--- src/rtl/fpu8_op_sequencer.sv ---
// fpu8_op_sequencer: arbitrates two requesters onto the shared 8-bit FPU,
// pre-screens each op through the exception checker and returns one response.
module fpu8_op_sequencer #(
  parameter int unsigned TIMEOUT_CYCLES = 16,
  parameter logic [7:0]  NAN_VALUE      = 8'h7F
) (
  input  logic       clk,
  input  logic       rst_n,
  input  logic       req0_valid,
  output logic       req0_ready,
  input  logic [1:0] req0_op,
  input  logic [7:0] req0_a,
  input  logic [7:0] req0_b,
  input  logic       req1_valid,
  output logic       req1_ready,
  input  logic [1:0] req1_op,
  input  logic [7:0] req1_a,
  input  logic [7:0] req1_b,
  output logic [1:0] exc_op,
  output logic [7:0] exc_a,
  output logic [7:0] exc_b,
  input  logic       exc_flag,
  output logic       fpu_start,
  output logic [1:0] fpu_op,
  output logic [7:0] fpu_a,
  output logic [7:0] fpu_b,
  input  logic       fpu_done,
  input  logic [7:0] fpu_result,
  output logic       rsp_valid,
  input  logic       rsp_ready,
  output logic       rsp_id,
  output logic [7:0] rsp_result,
  output logic [1:0] rsp_status
);

  // Op codes shared with the FPU core and exception checker.
  localparam logic [1:0] OP_ADD = 2'b00;
  localparam logic [1:0] OP_SUB = 2'b01;
  localparam logic [1:0] OP_MUL = 2'b10;

  localparam logic [1:0] ST_OK      = 2'b00;
  localparam logic [1:0] ST_EXC     = 2'b01;
  localparam logic [1:0] ST_TIMEOUT = 2'b10;
  localparam logic [1:0] ST_UNSUP   = 2'b11;

  localparam int unsigned CNT_W    = 8;
  localparam logic [CNT_W-1:0] CNT_LAST = CNT_W'(TIMEOUT_CYCLES - 1);

  typedef enum logic [2:0] {S_IDLE, S_CHECK, S_ISSUE, S_WAIT, S_RESP} state_t;

  state_t           state_q, state_d;
  logic             last_q, last_d;
  logic             id_q, id_d;
  logic [1:0]       op_q, op_d;
  logic [7:0]       a_q, a_d;
  logic [7:0]       b_q, b_d;
  logic [CNT_W-1:0] cnt_q, cnt_d;
  logic             fpu_start_q, fpu_start_d;
  logic             rsp_valid_q, rsp_valid_d;
  logic             rsp_id_q, rsp_id_d;
  logic [7:0]       rsp_result_q, rsp_result_d;
  logic [1:0]       rsp_status_q, rsp_status_d;

  logic op_ok;
  logic grant1;
  logic accept;

  assign op_ok = (op_q == OP_ADD) || (op_q == OP_SUB) || (op_q == OP_MUL);

  assign exc_op     = op_q;
  assign exc_a      = a_q;
  assign exc_b      = b_q;
  assign fpu_op     = op_q;
  assign fpu_a      = a_q;
  assign fpu_b      = b_q;
  assign fpu_start  = fpu_start_q;
  assign rsp_valid  = rsp_valid_q;
  assign rsp_id     = rsp_id_q;
  assign rsp_result = rsp_result_q;
  assign rsp_status = rsp_status_q;

  // State register.
  always_ff @(posedge clk or negedge rst_n) begin
    if (!rst_n) state_q <= S_IDLE;
    else        state_q <= state_d;
  end

  // Next-state logic; a late DONE only matters while in WAIT.
  always_comb begin
    state_d = state_q;
    unique case (state_q)
      S_IDLE:  if (req0_valid || req1_valid) state_d = S_CHECK;
      S_CHECK: if (!op_ok || exc_flag) state_d = S_RESP;
               else                    state_d = S_ISSUE;
      S_ISSUE: state_d = S_WAIT;
      S_WAIT:  if (fpu_done || (cnt_q == CNT_LAST)) state_d = S_RESP;
      S_RESP:  if (rsp_ready) state_d = S_IDLE;
      default: state_d = S_IDLE;
    endcase
  end

  // Output / datapath next values: round-robin grant, latches, counter, response.
  always_comb begin
    grant1       = req1_valid && (!req0_valid || !last_q);
    accept       = (state_q == S_IDLE) && rst_n && (req0_valid || req1_valid);
    req0_ready   = accept && !grant1;
    req1_ready   = accept && grant1;
    last_d       = last_q;
    id_d         = id_q;
    op_d         = op_q;
    a_d          = a_q;
    b_d          = b_q;
    cnt_d        = cnt_q;
    fpu_start_d  = (state_d == S_ISSUE);
    rsp_valid_d  = (state_d == S_RESP);
    rsp_id_d     = rsp_id_q;
    rsp_result_d = rsp_result_q;
    rsp_status_d = rsp_status_q;

    if (accept) begin
      last_d = grant1;
      id_d   = grant1;
      op_d   = grant1 ? req1_op : req0_op;
      a_d    = grant1 ? req1_a  : req0_a;
      b_d    = grant1 ? req1_b  : req0_b;
    end

    if (state_q == S_ISSUE)                 cnt_d = '0;
    else if (state_q == S_WAIT && !fpu_done) cnt_d = cnt_q + CNT_W'(1);

    if (state_q == S_CHECK && state_d == S_RESP) begin
      rsp_id_d     = id_q;
      rsp_result_d = NAN_VALUE;
      rsp_status_d = op_ok ? ST_EXC : ST_UNSUP;
    end
    if (state_q == S_WAIT && state_d == S_RESP) begin
      rsp_id_d     = id_q;
      rsp_result_d = fpu_done ? fpu_result : NAN_VALUE;
      rsp_status_d = fpu_done ? ST_OK : ST_TIMEOUT;
    end
  end

  // Datapath and registered outputs.
  always_ff @(posedge clk or negedge rst_n) begin
    if (!rst_n) begin
      last_q       <= 1'b1;
      id_q         <= 1'b0;
      op_q         <= '0;
      a_q          <= '0;
      b_q          <= '0;
      cnt_q        <= '0;
      fpu_start_q  <= 1'b0;
      rsp_valid_q  <= 1'b0;
      rsp_id_q     <= 1'b0;
      rsp_result_q <= '0;
      rsp_status_q <= '0;
    end else begin
      last_q       <= last_d;
      id_q         <= id_d;
      op_q         <= op_d;
      a_q          <= a_d;
      b_q          <= b_d;
      cnt_q        <= cnt_d;
      fpu_start_q  <= fpu_start_d;
      rsp_valid_q  <= rsp_valid_d;
      rsp_id_q     <= rsp_id_d;
      rsp_result_q <= rsp_result_d;
      rsp_status_q <= rsp_status_d;
    end
  end

endmodule

--- config.mk ---
export PLATFORM = sky130hd
export DESIGN_NAME = fpu8_op_sequencer
export DESIGN_NICKNAME = d
export VERILOG_FILES = /design/src/rtl/fpu8_op_sequencer.sv
export SDC_FILE = /design/constraint.sdc
export NUM_CORES = 1
export LEC_CHECK = 0
export CAP_MARGIN = 15
export CORE_UTILIZATION = 40
export CTS_CLUSTER_SIZE = 40
export DETAILED_ROUTE_END_ITERATION = 16
export GPL_ROUTABILITY_DRIVEN = 0
export PLACE_DENSITY = 0.76
export SKIP_LAST_GASP = 1
export SYNTH_ARGS = -nofsm -noshare
export SYNTH_HDL_FRONTEND = slang
export SYNTH_SLANG_ARGS = --single-unit
--- constraint.sdc ---
create_clock -name clk -period 2 [get_ports clk]
set_clock_uncertainty 0.15 [all_clocks]
set_input_delay 0.5 -clock clk [delete_from_list [all_inputs] [get_ports clk]]
set_output_delay 0.5 -clock clk [all_outputs]
set_load 0.02 [all_outputs]
# Yosys cells after proc, flatten, opt, wreduce, memory -nomap -nowiden
# Cells that the tools add are included.
dict set report word_totals {
  ff_bits 44
  input_bits 51
}
dict set report classes {
  addsub 1
  n_eq_ne 9
  n_mux 19
  n_reduce_logical 23
}
# op n
set op_table {}
lappend op_table {{8-bit 2-to-1 mux} 7}
lappend op_table {{3-bit one-hot mux with 5 select lines} 1}
lappend op_table {{3-bit 2-to-1 mux} 4}
lappend op_table {{2-bit 2-to-1 mux} 5}
lappend op_table {{3-bit by 2-bit equality test with 1-bit output (second input constant)} 3}
lappend op_table {{8-bit by 1-bit adder with 8-bit output (second input constant)} 1}
lappend op_table {{8-bit by 4-bit equality test with 1-bit output (second input constant)} 1}
lappend op_table {{1-bit logical AND} 8}
lappend op_table {{3-bit equality test (second input constant)} 2}
lappend op_table {{1-bit logical OR} 6}
lappend op_table {{1-bit logical NOT} 5}
lappend op_table {{2-bit nonzero test} 2}
lappend op_table {{3-bit by 1-bit equality test with 1-bit output (second input constant)} 1}
lappend op_table {{3-bit logical NOT} 1}
lappend op_table {{2-bit by 1-bit equality test with 1-bit output (second input constant)} 1}
lappend op_table {{2-bit equality test (second input constant)} 1}
lappend op_table {{2-bit logical NOT} 1}
lappend op_table {{1-bit 2-to-1 mux} 2}

# Logic depth before layout (Yosys ltp)
dict set report depth {
  word_depth 11
  depth_mapped 6
  depth_no_buf 5
}

# Least setup slack after synthesis
# OpenSTA, ideal clock, no wires.
dict set report synth_path {
  path_type {flip-flop to output port}
  start {register state_q[2]}
  end {output req0_ready}
  t_arrival_ns 1.339
  setup_slack_ns 0.011
  stages_incl_launch_ff 5
  path_buffers 1
  cell_sequence {dfrtp_1 nor2_1 o2111a_1 buf_2 nor2b_1}
}
dict set report synth_via {
  elab_chain_len 4
}
# item line
set synth_rtl {}
lappend synth_rtl {{from (decl)} 51} ;# state_t state_q, state_d;
lappend synth_rtl {{from (signal assigned)} 85} ;# else state_q <= state_d;
lappend synth_rtl {{3-bit logical NOT} 105} ;# accept = (state_q == S_IDLE) && rst_n && (req0_valid || req1_valid);
lappend synth_rtl {{1-bit logical AND (2 in series)} 105}
lappend synth_rtl {{1-bit logical AND} 106} ;# req0_ready = accept && !grant1;
lappend synth_rtl {{to (decl)} 10} ;# output logic req0_ready,
# No other way between the ends.

# Final worst setup path
dict set report layout_path {
  start {register state_q[0]}
  end {output req0_ready}
}
# Same word-level chain as after synthesis.

==> summary.txt <==
Status
  • Outcome: finished, final reports clean

Power
  • Clock power frac: 0.124
  • LEAKAGE: approximately 1.4 nW
  • VDD IR max: approximately 0.81 mV
  • Net switching power: approximately 1.8 mW
  • Power Density: approximately 1400 mW/mm^2
  • Reg power frac: 0.327
  • Internal: approximately 2.7 mW
  • Logic gate share of total power: 0.549
  • Net Sw Frac: 0.3974

Route
  • ANT nets after route: 0
  • Detail-routed via count per cell: 4.805
  • Avg WL per Cell: between 10 and 15 um
  • Final wirelength: between 4000 and 5000 um
  • First drt pass iteration count: 6
  • Total number of vias: about 1800
  • Detailed Route Iter0 Violations: 62
  • Drt drc: 0

Synthesis
  • Syn Nets: about 250
  • Synth cell types: 39
  • Area of the mapped netlist: about 0.0021 sq mm
  • Post-synthesis register bit count: 44
  • Syn Inst Count: 202
  • Syn_area_per_cell: around 10 sq um
  • Seq/Total Area, Yosys: 0.5216
  • Ys Warns: 0

Floorplanning
  • Die Area: 0.005578 sq mm
  • Starting Density: 0.4138
  • Core area: 0.005107 sq mm
  • Die height: 74.69 um
  • Horiz. Die Dim: 74.69 um
  • Num rows: 26
  • Ports: around 100

Critical path
  • Data arrival, critical path: about 1.4 ns
  • Crit path launch type: register
  • Crit. End Element: primary output
  • Worst Path Required: between 1 and 1.5 ns
  • CP Max Fanout: 3
  • Kind of critical path: reg -> out

Final layout
  • Layout cell share with drive strength beyond 1: 0.1217
  • Synth-to-Final Area Change: 54.94%
  • Most common cell after layout, fill and taps aside: clkdlybuf4s50_1
  • Ant. Diodes: 0
  • Most frequent cells in the layout: 88 x clkdlybuf4s50_1, 43 x dfrtp_1, 25 x nor2_1
  • Final cell count without fillers: between 300 and 400
  • # nets final: 355

Timing
  • Slew headroom: 0.6391
  • Slew Limit Fails: 0
  • Worst-margin pin slew: around 0.54 ns
  • Final setup TNS: 0 ns
  • Hold Vio Cnt, Final: 0
  • Max Fclk: roughly 500 MHz
  • Final worst path period share: 0.9982
  • Min Tclk post-route: approximately 2 ns
  • RSZ-0062 raised after global routing: yes
  • Final setup vio count: 0

CTS
  • # clock sinks: 44
  • Maximum clock insertion buffer count: 2
  • Total CTS buffers: 5
  • CTS tree: done
  • Clk root buf: clkbuf_8
  • # H-tree levels: 2
  • Clk slew on worst S/H paths: 0.09 ns
  • Worst-skew pair later-pin latency: approximately 0.29 ns

Global route
  • First-pass GRT wire length: around 7300 um
  • Largest net degree at the start of global routing: 45
  • Initial antenna violation count: 0
  • Total grt overflow: 0
  • Vias in the first global route: 1676
  • GR Util All Layers: 0.1710

Placement
  • Post-Place Cells: 364
  • PortBufs: 101
  • Hpwl dp: around 3500 um

Hold path
  • Hold Path Class: in -> async

Flow run
  • Max Cap Viol: 0
[Yosys cell counts]
library cell	count	area, sq um
nor4b_1	1	8.760
mux2i_1	18	180.2
dfrtp_1	43	1076
nand4bb_1	1	11.26
and4bb_2	1	12.51
and3_2	1	7.510
o31ai_1	1	7.510
a21o_1	1	7.510
a21boi_1	1	7.510
nand2b_1	2	12.51
dfstp_2	1	26.28
clkbuf_1	2	7.510
a211oi_2	1	12.51
o22ai_1	1	6.260
mux2_1	1	11.26
buf_6	1	11.26
xnor2_1	1	8.760
nor2_1	26	97.59
nand4_1	2	12.51
a31oi_1	2	12.51
and3_1	1	6.260
or2_1	2	12.51
o21ai_0	5	25.02
xor2_1	4	35.03
a22oi_1	1	7.510
buf_4	18	135.1
or2b_1	1	7.510
o22a_1	8	70.07
inv_1	6	22.52
nor4_2	1	12.51
o2111a_1	1	11.26
nand3_1	4	20.02
a21oi_1	21	105.1
buf_2	5	25.02
nand2_1	9	33.78
nor2b_1	2	12.51
ha_1	1	12.51
nor3_1	3	15.01
or3_1	1	6.260
[worst paths after layout]
kind                                  from          to  slack, ns  cells after the start
worst max-delay path            state_q[0]  req0_ready      0.004                      4
worst min-delay path                 rst_n    cnt_q[1]       0.16                      2
worst max register to register    cnt_q[0]      rsp_id       0.12                      5
worst min register to register      rsp_id      rsp_id       0.34                      1
max in group asynchronous            rst_n    exc_a[6]       1.17                      2
min in group clk                    rsp_id      rsp_id       0.34                      1
[repair_timing]
| action | 4_1_cts | 5_1_grt |
|---|---|---|
| buffers inserted | 1 | 1 |
| pin swaps | 1 | 2 |
| gates resized for setup | 19 | 5 |
| hold buffers | 0 | 0 |
| endpoints found under the setup margin | 6 | 6 |
[cell families after synthesis]
| family | synth area share |
|---|---|
| multiplexers | 0.09058 |
| AND/OR/NAND/NOR | 0.1368 |
| XOR/XNOR | 0.02072 |
| adder cells (fa/ha/maj) | 0.005920 |
| flip-flops | 0.5216 |
| buffers and inverters | 0.09532 |
| AO/OA/AOI/OAI | 0.1291 |
[per-layer routing]
layer | vias to the layer above | wire length [um] | GRT usage
li1 | 883 | - | -
met1 | 852 | 2090 | 0.2262
met2 | 56 | 2388 | 0.2823
met3 | 6 | 282 | 0.04685
met4 | 0 | 34 | 0.03774
met5 | - | 0 | 0
[flip-flops by register name (all words and copies together) (netlist names), 2 cells and up]
register	count
rsp_result	8
exc_b	8
exc_a	8
state_q	3
exc_op	2
cnt_q	8
rsp_status	2
[power by group through the flow]
stage	Sequential, mW	Clock (mW)	Combinational (mW)
detailed placement	1.49	0	2.50
floorplan	1.82	0	1.13
CTS	1.48	0.572	2.49
finish	1.48	0.559	2.48
global route	1.53	0.603	2.67
global placement	1.48	0	2.46
[per-stage QoR]
stage | cell area, sq um | hold WS [ns] | worst slack, ns | utilization | total power [mW]
2_1_floorplan | 2113 | 0.05441 | 0.01068 | - | 2.946
3_3_place_gp | 3159 | 0.3209 | -0.6866 | 0.6186 | 3.939
3_5_place_dp | 3159 | 0.3281 | -0.7032 | 0.6186 | 3.991
4_1_cts | 3253 | 0.1762 | -0.008893 | 0.6369 | 4.545
5_1_grt | 3274 | 0.2093 | -0.05678 | 0.6411 | 4.801
6_report | 3274 | 0.1561 | 0.003634 | 0.6411 | 4.512
[final cells by class]
type                       count  area, sq um
clock buffer                   5        68.82
clock inverter                 3        18.77
fill                         441         1833
inverter                       6        22.52
multi-input combinational    126        823.3
sequential                    44         1102
tap                           70        87.58
timing repair buffer         120         1151
[critical path: stages (launching register included)]
cell,delay [ns]
dfrtp_1,0.40
nor2_2,0.12
o2111a_1,0.23
nor2b_1,0.15
buf_4,0.15
Power figures use the tool's default switching activity.
